**src/rtl/sink_ahb_master.sv**
```systemverilog
// Sink-side AHB-Lite master: one SINGLE NONSEQ transfer per accepted request.
// Optional error counter/address ports enabled by SINK_AHB_ERR_CNT_EN.
`timescale 1ns/1ps
module sink_ahb_master #(
    parameter int              ADDR_WIDTH = 32,
    parameter int              DATA_WIDTH = 32,
    parameter logic [2:0]      HSIZE_VAL  = 3'b010,
    parameter logic [DATA_WIDTH-1:0] ERR_DATA = 32'hDEAD_BEEF
) (
    input  logic                  i_clk_sink,
    input  logic                  i_rstn_sink,
    input  logic                  i_valid,
    input  logic                  i_rd0_wr1,
    input  logic [ADDR_WIDTH-1:0] i_addr,
    input  logic [DATA_WIDTH-1:0] i_wr_data,
    output logic                  o_ready,
    output logic [DATA_WIDTH-1:0] o_rd_data,
    output logic                  o_rd_valid,
    output logic                  o_busy,
    output logic [ADDR_WIDTH-1:0] o_haddr,
    output logic [1:0]            o_htrans,
    output logic                  o_hwrite,
    output logic [2:0]            o_hsize,
    output logic [2:0]            o_hburst,
    output logic [3:0]            o_hprot,
    output logic [DATA_WIDTH-1:0] o_hwdata,
    input  logic                  i_hready,
    input  logic                  i_hresp,
    input  logic [DATA_WIDTH-1:0] i_hrdata
`ifdef SINK_AHB_ERR_CNT_EN
    ,
    output logic [7:0]            o_err_cnt,
    output logic [ADDR_WIDTH-1:0] o_err_addr
`endif
);

    typedef enum logic [1:0] {
        IDLE,
        ADDR,
        DATA
    } state_t;

    state_t state, state_nxt;

    logic                  accept;
    logic                  done;
    logic [ADDR_WIDTH-1:0] addr_q;
    logic                  wr_q;
    logic [DATA_WIDTH-1:0] wdata_q;

    // o_ready must not depend on i_valid: upstream FIFO read enable uses it.
    assign o_ready = (state == IDLE) || ((state == DATA) && i_hready);
    assign accept  = i_valid && o_ready;
    assign done    = (state == DATA) && i_hready;

    assign o_busy   = (state != IDLE);
    assign o_haddr  = addr_q;
    assign o_hwrite = wr_q;
    assign o_hwdata = wdata_q;
    assign o_hsize  = HSIZE_VAL;
    assign o_hburst = 3'b000;
    assign o_hprot  = 4'b0011;

    always_ff @(posedge i_clk_sink or negedge i_rstn_sink) begin
        if (!i_rstn_sink) begin
            state <= IDLE;
        end else begin
            state <= state_nxt;
        end
    end

    always_comb begin
        state_nxt = state;
        o_htrans  = 2'b00;
        unique case (state)
            IDLE: begin
                if (accept) state_nxt = ADDR;
            end
            ADDR: begin
                o_htrans = 2'b10;
                if (i_hready) state_nxt = DATA;
            end
            DATA: begin
                if (i_hready) state_nxt = accept ? ADDR : IDLE;
            end
            default: state_nxt = IDLE;
        endcase
    end

    always_ff @(posedge i_clk_sink or negedge i_rstn_sink) begin
        if (!i_rstn_sink) begin
            addr_q  <= '0;
            wr_q    <= 1'b0;
            wdata_q <= '0;
        end else if (accept) begin
            addr_q  <= i_addr;
            wr_q    <= i_rd0_wr1;
            wdata_q <= i_wr_data;
        end
    end

    always_ff @(posedge i_clk_sink or negedge i_rstn_sink) begin
        if (!i_rstn_sink) begin
            o_rd_valid <= 1'b0;
            o_rd_data  <= '0;
        end else begin
            o_rd_valid <= done && !wr_q;
            if (done && !wr_q) begin
                o_rd_data <= i_hresp ? ERR_DATA : i_hrdata;
            end
        end
    end

`ifdef SINK_AHB_ERR_CNT_EN
    always_ff @(posedge i_clk_sink or negedge i_rstn_sink) begin
        if (!i_rstn_sink) begin
            o_err_cnt  <= 8'h00;
            o_err_addr <= '0;
        end else if (done && i_hresp) begin
            if (o_err_cnt != 8'hFF) o_err_cnt <= o_err_cnt + 8'h01;
            o_err_addr <= addr_q;
        end
    end
`endif

endmodule

```
**config.mk**
```make
export PLATFORM = sky130hd
export DESIGN_NAME = sink_ahb_master
export DESIGN_NICKNAME = d
export VERILOG_FILES = /design/src/rtl/sink_ahb_master.sv
export SDC_FILE = /design/constraint.sdc
export NUM_CORES = 1
export LEC_CHECK = 0
export CORE_UTILIZATION = 39
export DETAILED_ROUTE_END_ITERATION = 6
export GPL_TIMING_DRIVEN = 0
export PLACE_DENSITY = 0.8
export SLEW_MARGIN = 25
export SYNTH_ARGS = -nofsm -noshare
export SYNTH_HDL_FRONTEND = slang
export SYNTH_SLANG_ARGS = --single-unit
```
**constraint.sdc**
```tcl
create_clock -name i_clk_sink -period 2.3 [get_ports i_clk_sink]
set_clock_uncertainty 0.1 [all_clocks]
set_input_delay 0.46 -clock i_clk_sink [delete_from_list [all_inputs] [get_ports i_clk_sink]]
set_output_delay 0.46 -clock i_clk_sink [all_outputs]
set_load 0.005 [all_outputs]
```
==> results.txt, run 1 <==
----------------------------------------------------
[Clock network]
  Maximum buffer depth of the clock tree ... 2
  Deepest level of the CTS H-tree ... 3
  CTS tree ... done
  Clock tree sinks ... 100
  Later-pin clock latency in the skew report ... about 0.34 ns
  Post-CTS repair timing setup buffer count ... 0
  Clock slew at the register clock pins of the worst setup and hold paths ... 0.09 ns
  Root Buffer ... clkbuf_8
  Total CTS buffers ... 9

[GRT]
  Global-route wire length before repair ... 16330 um
  Number of global-route vias before repair ... 3241
  Antenna violations before repair ... 0
  Aggregate global-route resource usage ... ~19%
  Pin count of the biggest net entering global routing ... 58
  Grt total ovfl ... 0

[Logic synthesis]
  Cell taking the most area after synthesis ... dfrtp_1
  Post-synthesis async set-or-reset flop share ... 100.0%
  Dominant cell by count in the synthesized netlist ... dfrtp_1
  Synthesized area divided by synthesized cell count ... 13.48 um2
  Portion of the post-synthesis area used by sequential elements ... 61.48%
  Top-area cell type share of the netlist area ... 61.48%
  Number of cells produced by synthesis ... about 300
  Flop and latch count out of synthesis ... 100
  Count of flip-flops with a built-in enable after synthesis ... 0
  Top cell types by occurrence after synthesis ... dfrtp_1 (100), nand2_1 (64), mux2_4 (39), mux2_2 (26), o21ai_0 (24)
  Primary flip-flop cell chosen by synthesis mapping ... dfrtp_1
  Top post-synthesis cells by area ... dfrtp_1 (61%), mux2_4 (14%), mux2_2 (7.2%)
  Area of the mapped netlist ... 4070 um2
  Total number of yosys warnings ... 0
  Yosys cell types ... 20

[Setup path]
  Worst endpoint data arrival time ... 1.61 ns
  CP endpoint kind ... primary output
  Req. time, crit path ... 1.74 ns
  Startpoint of the lowest-slack register-to-register path ... state[1]
  Setup crit start kind ... flop
  Category of the most critical setup path ... reg -> out
  Critical path capture point ... o_htrans[1]
  Worst r2r dst ... o_haddr[1]
  Depth of the most critical reg-to-reg path ... 5
  Setup slack of the most critical reg-to-reg path ... ~0.53 ns
  CP startpoint ... state[0]
  Top fanout value on the critical path ... 6

[Placed design]
  RD Place Congestion ... roughly 0.8
  Cell area reported after detailed placement ... 6314 um2
  Post-DP HPWL ... 7715 um
  Count of input and output buffers ... 202

[Power]
  Switching power ... 2.023 mW
  Standby leakage power ... a little under 3 nW
  Proportion of total power due to net switching ... roughly 27%
  Sequential fraction of design power ... 40.2%
  Gate power share ... 45.2%
  PD cells ... approximately 1200 nW/um2
  Internal power of the cells ... 5.484 mW
  Peak supply drop ... 0.5652 mV
  Power share of the clock group ... 14.6%
  Total power consumption of the routed design ... 7.507 mW

[Layout]
  FILL cells ... 772
  Share of cells above drive strength 1 ... 19.28%
  Layout overhead on the synthesized area ... 60.01%
  Utilization of the core after routing ... 65.42%
  Count of inserted antenna diode cells ... 0
  Net total in the final layout ... 628
  Post-layout instance area ... ~6500 um2

[Die]
  Die Outline Area ... 10850 um2
  Initial Utilization ... 40.89%
  DIE HEIGHT ... roughly 100 um
  Total core area ... 9955 um2
  Number of cell rows ... 36
  Die extent in x ... between 100 and 150 um
  IO Pins ... approximately 210

[Timing]
  Setup repair after global routing missed its margin ... false
  Final max-slew violation count ... 0
  Final hold slack ... 0.3688 ns
  Tcrit/Tclk final ... 94.53%
  Achievable frequency ... 459.9 MHz
  Count of final setup violators ... 0
  Final critical-path required period ... about 2.2 ns
  Least-Margin Pin Slew ... 0.5235 ns
  Total Neg Setup Slack ... 0 ns
  Hold Vio Cnt, Final ... 0
  Rel. slew slack ... 65.10%

[Route]
  Total number of vias ... 3053
  Routed wire per std cell ... 15.13 um
  DRC marker count from the first detailed-route iteration ... 78
  Antenna Nets Post-Route ... 0
  Vias per cell ... approximately 4.6
  Wire length after detailed routing ... 10010 um
  1st-pass router iterations ... 4
  Detailed-route DRC error count ... 0

[Run]
  Number of max-cap violations ... 0

[Outcome]
  Run status ... complete, no violations

[Hold path]
  Type of the worst min-delay path ... reg -> reg

----------------------------------------------------
-- cells in the final DEF, fill, tap and decap left out --
cell type,count
dlygate4sd2_1,1
nor2b_1,2
o21ai_0,24
nor3b_2,1
nand4bb_1,1
nand3b_1,8
inv_2,1
clkinv_2,1
mux2_4,39
buf_4,11
buf_2,3
or2_2,1
a21o_1,1
buf_6,6
clkbuf_1,10
nand2_1,64
bufinv_16,1
buf_12,1
nor2_1,2
conb_1,11
dfrtp_1,100
inv_1,1
a22o_1,1
mux2_2,26
clkdlybuf4s50_1,200
clkbuf_8,11
dlygate4sd3_1,1
-- per-layer routing --
| metal | track usage [%] | part of all wire [%] | up-vias |
|---|---|---|---|
| li1 | - | - | 1428 |
| met1 | 23.51 | 41 | 1472 |
| met2 | 32.81 | 50 | 142 |
| met3 | 5.952 | 7.7 | 11 |
| met4 | 6.224 | 1.3 | 0 |
| met5 | 0 | 0 | - |
-- state kept, by name (all words and copies together) (netlist names) --
name and cells:
o_hwrite 1, state 2, o_rd_valid 1, o_rd_data 32, o_haddr 32, o_hwdata 32
-- power by group through the flow --
stage	combinational, mW	sequential (mW)	clock, mW
2_1_floorplan	1.21	3.08	0
3_3_place_gp	3.37	3.00	0
3_5_place_dp	3.42	3.06	0
4_1_cts	3.44	3.03	1.13
5_1_grt	3.63	3.13	1.20
6_report	3.40	3.02	1.09
-- worst max-delay path, stage by stage (launching register included) --
cell and delay [ns]:
dfrtp_1 0.44, nor2b_1 0.26, clkdlybuf4s50_1 0.57
-- stage by stage --
step | std cells | setup WS, ns
after global placement | 646 | -2.937
final | 662 | 0.1258
after global routing | 662 | 0.02691
after floorplan | 311 | 0.6969
after detailed placement | 647 | -0.03052
after CTS | 662 | 0.1115
-- worst min-delay path by stage --
| stage | startpoint | endpoint | slack [ns] | depth (start not counted) |
|---|---|---|---|---|
| after floorplan | i_rstn_sink | o_haddr[0] | 0.06 | 0 |
| after global placement | o_rd_data[13] | o_rd_data[13] | 0.35 | 2 |
| after detailed placement | i_rstn_sink | o_hwdata[1] | 0.36 | 1 |
| after CTS | o_rd_data[16] | o_rd_data[16] | 0.38 | 2 |
| after global routing | o_rd_data[9] | o_rd_data[9] | 0.40 | 2 |
| final | o_rd_data[16] | o_rd_data[16] | 0.37 | 2 |
-- what timing repair did --
| action | 4_1_cts | 5_1_grt |
|---|---|---|
| endpoints found under the setup margin | 1 | 0 |
| resized for setup | 1 | 0 |
| hold endpoints to repair | 56 | 0 |
| hold buffers | 1 | 0 |
-- final cells by class --
class | instances | area (um2) | share of cell area, %
Timing Repair Buffer | 204 | 2052 | 31.51
Inverter | 2 | 7.507 | 0.1153
Clock buffer | 12 | 155.1 | 2.382
Buffer | 28 | 187.7 | 2.882
Clock inverter | 2 | 35.03 | 0.5379
Tap cell | 133 | 166.4 | 2.555
Sequential cell | 100 | 2502 | 38.42
Multi-Input combinational cell | 181 | 1406 | 21.59
-- logic make-up after synthesis --
group	share of synthesized area, %
multiplexers	21.58
flip-flops	61.48
other	0.1845
AO/OA/AOI/OAI	3.351
AND/OR/NAND/NOR	8.608
buffers and inverters	4.795
Power figures use the tool's default switching activity.
==> inputs of run 2 (changes only) <==
--- a/config.mk
+++ b/config.mk
@@ -6,6 +6,7 @@
 export NUM_CORES = 1
 export LEC_CHECK = 0
 export CORE_UTILIZATION = 39
+export CTS_CLUSTER_SIZE = 16
 export DETAILED_ROUTE_END_ITERATION = 6
 export GPL_TIMING_DRIVEN = 0
 export PLACE_DENSITY = 0.8
==> results of run 2 <==
Same layout as run 1: the final DEF is identical, and so are final timing and power.
